### src/rtl/prog_lut_pkg.sv
// lut_pkg: shared types and default parameters for the prog_lut block.
//   lut_state_t    : sequencer state (LUT_INIT while self-initialising, LUT_READY after)
//   LUT_*          : default width/depth/ramp constants used by prog_lut
//   ramp_value()   : power-up content of entry idx (ramp for idx < count, else 0)
package lut_pkg;

    typedef enum logic {
        LUT_INIT  = 1'b0,
        LUT_READY = 1'b1
    } lut_state_t;

    localparam int LUT_DW         = 8;
    localparam int LUT_DEPTH      = 32;
    localparam int LUT_INIT_BASE  = 60;
    localparam int LUT_INIT_COUNT = 16;

    // Full 32-bit value; the caller truncates to the data width, which gives
    // the intended modulo-2^DW wrap of the ramp.
    function automatic logic [31:0] ramp_value(input int idx, input int base, input int count);
        logic [31:0] v;
        v = '0;
        if (idx < count) begin
            v = 32'(base + idx);
        end
        return v;
    endfunction

endpackage

### src/rtl/prog_lut_init_seq.sv
// lut_init_seq: power-up sequencer for prog_lut. Walks idx over every entry
// after reset, producing one init write per clock, then parks in LUT_READY.
//   clk, reset            : clock, synchronous active-high reset
//   busy                  : high while the table is being initialised
//   init_we/addr/data     : init write port into the storage array
//
//   state      | meaning
//   LUT_INIT   | writing entry idx each edge; user requests ignored
//   LUT_READY  | table initialised; user reads/writes served until reset
module lut_init_seq
    import lut_pkg::*;
#(
    parameter int DW         = LUT_DW,
    parameter int DEPTH      = LUT_DEPTH,
    parameter int AW         = $clog2(DEPTH),
    parameter int INIT_BASE  = LUT_INIT_BASE,
    parameter int INIT_COUNT = LUT_INIT_COUNT
) (
    input  logic          clk,
    input  logic          reset,
    output logic          busy,
    output logic          init_we,
    output logic [AW-1:0] init_addr,
    output logic [DW-1:0] init_data
);

    lut_state_t    state_q, state_d;
    logic [AW-1:0] idx_q, idx_d;
    logic [31:0]   ramp;

    always_comb begin
        state_d = state_q;
        idx_d   = idx_q;
        if (state_q == LUT_INIT) begin
            idx_d = idx_q + 1'b1;
            if (idx_q == AW'(DEPTH - 1)) begin
                state_d = LUT_READY;
                idx_d   = '0;
            end
        end
    end

    always_ff @(posedge clk) begin
        if (reset) begin
            state_q <= LUT_INIT;
            idx_q   <= '0;
        end else begin
            state_q <= state_d;
            idx_q   <= idx_d;
        end
    end

    assign ramp      = ramp_value(int'(idx_q), INIT_BASE, INIT_COUNT);
    assign busy      = (state_q == LUT_INIT);
    // No init write on a reset edge: the sequence restarts from idx 0 anyway.
    assign init_we   = busy && !reset;
    assign init_addr = idx_q;
    assign init_data = ramp[DW-1:0];

endmodule

### src/rtl/prog_lut.sv
// prog_lut: writable lookup table with self-initialisation and registered reads.
//   clk, reset                 : clock, synchronous active-high reset
//   rd_en, rd_addr             : read request; result one cycle later
//   rd_data, rd_valid          : registered read data and its one-cycle strobe
//   wr_en, wr_addr, wr_data    : write request (visible to a same-cycle read)
//   busy                       : initialisation in progress, requests ignored
//   err                        : one-cycle pulse, a request addressed >= DEPTH
module prog_lut
    import lut_pkg::*;
#(
    parameter int DW         = LUT_DW,
    parameter int DEPTH      = LUT_DEPTH,
    parameter int AW         = $clog2(DEPTH),
    parameter int INIT_BASE  = LUT_INIT_BASE,
    parameter int INIT_COUNT = LUT_INIT_COUNT
) (
    input  logic          clk,
    input  logic          reset,
    input  logic          rd_en,
    input  logic [AW-1:0] rd_addr,
    output logic [DW-1:0] rd_data,
    output logic          rd_valid,
    input  logic          wr_en,
    input  logic [AW-1:0] wr_addr,
    input  logic [DW-1:0] wr_data,
    output logic          busy,
    output logic          err
);

    logic          init_we;
    logic [AW-1:0] init_addr;
    logic [DW-1:0] init_data;

    logic [DW-1:0] mem_q [DEPTH];

    logic [DW-1:0] rd_data_q, rd_data_d;
    logic          rd_valid_q, rd_valid_d;
    logic          err_q, err_d;

    logic ready;
    logic rd_in_range;
    logic wr_in_range;
    logic user_we;

    lut_init_seq #(
        .DW         (DW),
        .DEPTH      (DEPTH),
        .AW         (AW),
        .INIT_BASE  (INIT_BASE),
        .INIT_COUNT (INIT_COUNT)
    ) u_init_seq (
        .clk       (clk),
        .reset     (reset),
        .busy      (busy),
        .init_we   (init_we),
        .init_addr (init_addr),
        .init_data (init_data)
    );

    assign ready       = !busy;
    assign rd_in_range = (int'(rd_addr) < DEPTH);
    assign wr_in_range = (int'(wr_addr) < DEPTH);
    assign user_we     = ready && !reset && wr_en && wr_in_range;

    // Init and user writes never overlap: user writes are gated by ready.
    always_ff @(posedge clk) begin
        if (init_we) begin
            mem_q[init_addr] <= init_data;
        end else if (user_we) begin
            mem_q[wr_addr] <= wr_data;
        end
    end

    always_comb begin
        rd_data_d  = rd_data_q;
        rd_valid_d = 1'b0;
        err_d      = 1'b0;
        if (ready) begin
            err_d = (rd_en && !rd_in_range) || (wr_en && !wr_in_range);
            if (rd_en) begin
                rd_valid_d = 1'b1;
                if (!rd_in_range) begin
                    rd_data_d = '0;
                end else if (wr_en && wr_in_range && (wr_addr == rd_addr)) begin
                    // write-first bypass
                    rd_data_d = wr_data;
                end else begin
                    rd_data_d = mem_q[rd_addr];
                end
            end
        end
    end

    always_ff @(posedge clk) begin
        if (reset) begin
            rd_data_q  <= '0;
            rd_valid_q <= 1'b0;
            err_q      <= 1'b0;
        end else begin
            rd_data_q  <= rd_data_d;
            rd_valid_q <= rd_valid_d;
            err_q      <= err_d;
        end
    end

    assign rd_data  = rd_data_q;
    assign rd_valid = rd_valid_q;
    assign err      = err_q;

endmodule

### config.mk
export PLATFORM = sky130hd
export DESIGN_NAME = prog_lut
export DESIGN_NICKNAME = d
export VERILOG_FILES = /design/src/rtl/prog_lut_pkg.sv /design/src/rtl/prog_lut_init_seq.sv /design/src/rtl/prog_lut.sv
export SDC_FILE = /design/constraint.sdc
export NUM_CORES = 1
export LEC_CHECK = 0
export ABC_AREA = 1
export BUFFER_PORTS_ARGS = -buffer_cell sky130_fd_sc_hd__buf_4
export CAP_MARGIN = 5
export CORE_ASPECT_RATIO = 1.1
export CORE_MARGIN = 2
export CORE_UTILIZATION = 56
export DETAILED_ROUTE_END_ITERATION = 12
export PLACE_DENSITY = 0.76
export SLEW_MARGIN = 20
export SYNTH_ARGS = -nofsm -noshare
export SYNTH_HDL_FRONTEND = slang
export SYNTH_SLANG_ARGS = --single-unit
### constraint.sdc
create_clock -name clk -period 2.8 [get_ports clk]
set_clock_uncertainty 0.15 [all_clocks]
set_input_delay 0.56 -clock clk [delete_from_list [all_inputs] [get_ports clk]]
set_output_delay 0.56 -clock clk [all_outputs]
set_load 0.02 [all_outputs]
==> metrics.md <==
| Metric | Value |
|---|---|
| Grt met2 use | `0.431` |
| Top-area cell type share of the netlist area | `0.676` |
| CP startpoint kind | `flop` |
| Gr usage total | `0.261` |
| Final worst path period share | `0.807` |
| Crit path kind | `reg2reg` |
| WL final | `28,100 µm` |
| CTS buffer count | `25` |
| Synth async-reset ratio | `0` |
| Routability cong. | `0.897` |
| Input/output buffers | `31` |
| Root Driver | `clkbuf_16` |
| Clock group share of total power | `0.404` |
| Die area | `0.0215 mm²` |
| Leakage | `0.00470 µW` |
| CTS Hold Buffers Added | `0` |
| Worst-skew pair later-pin latency | `0.53 ns` |
| GR Layer Usage met1 | `0.344` |
| Row count | `54` |
| Non-Filler Instances | `1,336` |
| Layer with the highest usage | `met2` |
| Setup repair bufs after CTS | `0` |
| Max FO, Critical Path | `10` |
| Critical-path cell list | `buf_4 -> inv_4 -> nor2_1 -> nand3_1 -> nand2_1 -> nand3_1 -> buf_4 -> nor2_1 -> buf_4` |
| Worst path max stage delay | `0.38 ns` |
| Number of enable flip-flop cells after synthesis | `256` |
| Sequential share of power | `0.523` |
| Post-Syn Area | `0.0114 mm²` |
| Antenna violations before repair | `0` |
| Clock Sinks | `271` |
| Drt wl/cell | `21.1 µm` |
| DRC | `0` |
| Setup-failing EPs final | `0` |
| Area leader, netlist | `edfxtp_1` |
| Layout cells sized above 1 | `0.142` |
| Worst VDD drop | `0.684 mV` |
| Placeable Area | `0.0199 mm²` |
| Hold Path Cell Cnt | `2` |
| Fillers | `1,394` |
| Hold Violations, Final | `0` |
| Initial Util | `0.573` |
| Most frequent cells after synthesis | `edfxtp_1 (256), nor2_1 (217), o21ai_0 (114)` |
| Mapped Nets | `1,028` |
| Die width | `140 µm` |
| Sequential fraction of the synthesis area | `0.702` |
| H-tree depth | `1` |
| Hold EP | `rd_data[4]` |
| R2r worst-path depth | `9` |
| Nets | `1,090` |
| Switching part of the total power | `0.221` |
| Worst-path clk slew | `0.06 ns` |
| Vias | `8,022` |
| F_max | `442 MHz` |
| Global-route wire length before repair | `43,300 µm` |
| Most used cell along the critical path | `buf_4` |
| Leading post-synthesis cells by cell area | `edfxtp_1 (68%), nor2_1 (7.2%), o21ai_0 (5.0%), nand3_1 (4.0%), nand2_1 (2.9%)` |
| Worst-margin pin slew | `1.01 ns` |
| DR iter-0 viols | `976` |
| CTS tree | `yes` |
| Combinational Power Share | `0.073` |
| Worst reg-to-reg setup slack | `0.54 ns` |
| DR pass1 iterations | `6` |
| Worst slew margin | `0.328` |
| Status | `finished, final reports clean` |
| Die H | `153 µm` |
| Placed insts | `1,289` |
| Final ANT Viol Nets | `0` |
| Clock Tree Buf Depth | `3` |
| GRT Residual Overflow | `0` |
| Capture point of the worst reg-to-reg path | `mem_q[9][6]` |
| Crit path required time | `2.88 ns` |
| Setup TNS | `0 ns` |
| CP max-delay cell | `dfxtp_1` |
| Synthesis Warnings | `0` |
| Critical Path Sink Type | `flop` |
| RSZ-0062 raised after global routing | `false` |
| Min Tclk post-route | `2.26 ns` |
| Max-cap violation count | `0` |
| Top Ports | `33` |
| Arrival time worst endpoint | `2.34 ns` |
| Power Density | `654 mW/mm²` |
| Post_cts resized | `0` |
| Internal Pwr Total | `6670 µW` |
| Vias in the first global route | `7,948` |
| Reg2reg start | `u_init_seq.state_q` |
| Mapped Cells | `1,002` |
| Met3 GRT Util | `0.0385` |
| Ys flop type | `edfxtp_1` |
| Avg Cell Area, Syn | `11.4 µm²` |
| Final Max Slew Viols | `0` |
| Hold Crit Start | `reset` |
| Dpl hpwl | `17,400 µm` |
| Largest net degree at the start of global routing | `92` |
| Unique masters post-synth | `33` |
| Area Growth Syn to Fin | `15.1%` |
| Top-count cell post-synth | `edfxtp_1` |
| Yosys reg bits | `271` |
| Switching power | `1900 µW` |
| Worst min-delay path category | `in2reg` |
| Vias per cell | `6.00` |
==> through the flow <==
stage / total power (µW) / area (µm²) / utilization / hold slack, ns / worst slack, ns
after floorplan: 4920 / 11400 / - / 0.337 / 0.352
after global placement: 5170 / 12300 / 0.617 / 0.318 / 0.276
after detailed placement: 5180 / 12300 / 0.617 / 0.310 / 0.262
after CTS: 8590 / 13100 / 0.659 / 0.109 / 0.584
after global routing: 8800 / 13100 / 0.659 / 0.113 / 0.389
final: 8570 / 13100 / 0.659 / 0.125 / 0.540
==> how the worst max path moves through the flow <==
| stage | slack, ns | end | from |
|---|---|---|---|
| 5_1_grt | 0.39 | mem_q[1][6] | u_init_seq.state_q |
| 3_5_place_dp | 0.26 | mem_q[7][6] | reset |
| 3_3_place_gp | 0.28 | mem_q[1][7] | reset |
| 4_1_cts | 0.58 | mem_q[9][0] | u_init_seq.state_q |
| 6_report | 0.54 | mem_q[9][6] | u_init_seq.state_q |
| 2_1_floorplan | 0.35 | rd_data[4] | reset |
==> critical path: cells and delay by family, from the launching register on <==
family	cells	cell delay [ns]
and+or+nand+nor	5	0.76
buffers and inverters	4	0.69
DFF	1	0.38
==> area by class of cell <==
cell class	count	area, µm²	share of cell area
multi-input combinational	618	2950	0.226
inverter	53	201	0.0154
tap	252	315	0.0241
clock buffer	29	641	0.0489
sequential	271	7990	0.610
antenna	1	2.50	0.000191
clock inverter	17	191	0.0146
timing repair buffer	95	801	0.0612
==> logic make-up (layout without fill, tap and decap cells) <==
| logic type | after synthesis | count (layout) | synth area share |
|---|---|---|---|
| simple gates | 410 | 410 | 0.151 |
| flops | 271 | 271 | 0.702 |
| compound gates | 203 | 203 | 0.101 |
| buf+inv | 113 | 194 | 0.0412 |
| fa+ha+maj | 4 | 4 | 0.00440 |
| other cells | 1 | 2 | 0.000330 |
==> cell usage in the layout (no fill, tap or decap), types with 2 or more instances in the layout <==
master      instances
nand3_4             2
edfxtp_1          256
buf_12              7
clkinv_2            4
a21oi_1            21
nand3_1            91
inv_1              48
clkinv_1            6
clkbuf_1            4
nand2_1            88
clkbuf_16          25
nor2_4              2
bufinv_16           4
nor3_1              2
nand2_2             4
o211ai_1           43
buf_4              88
inv_2               3
o22ai_2             5
o21ai_2             3
clkinvlp_4          2
inv_6               2
o21ai_1            15
nor2_1            217
dfxtp_1            15
ha_1                4
o21ai_0           113
==> routing by layer <==
layer	part of all wire	up-vias
li1	-	3664
met1	0.38	3800
met2	0.48	466
met3	0.092	92
met4	0.046	0
met5	0	-
==> power groups by stage <==
stage | Combinational [µW] | Clock, µW | Sequential [µW]
2_1_floorplan | 349 | 0 | 4570
3_3_place_gp | 599 | 0 | 4570
3_5_place_dp | 610 | 0 | 4570
4_1_cts | 616 | 3490 | 4480
5_1_grt | 676 | 3640 | 4480
6_report | 626 | 3460 | 4480
==> flip-flops by register name, indices dropped and copies added, names as in the netlist <==
signal and count:
u_init_seq.init_addr 5, mem_q 256, rd_data 8, u_init_seq.state_q 1
rd_valid 1
Power figures use the tool's default switching activity.
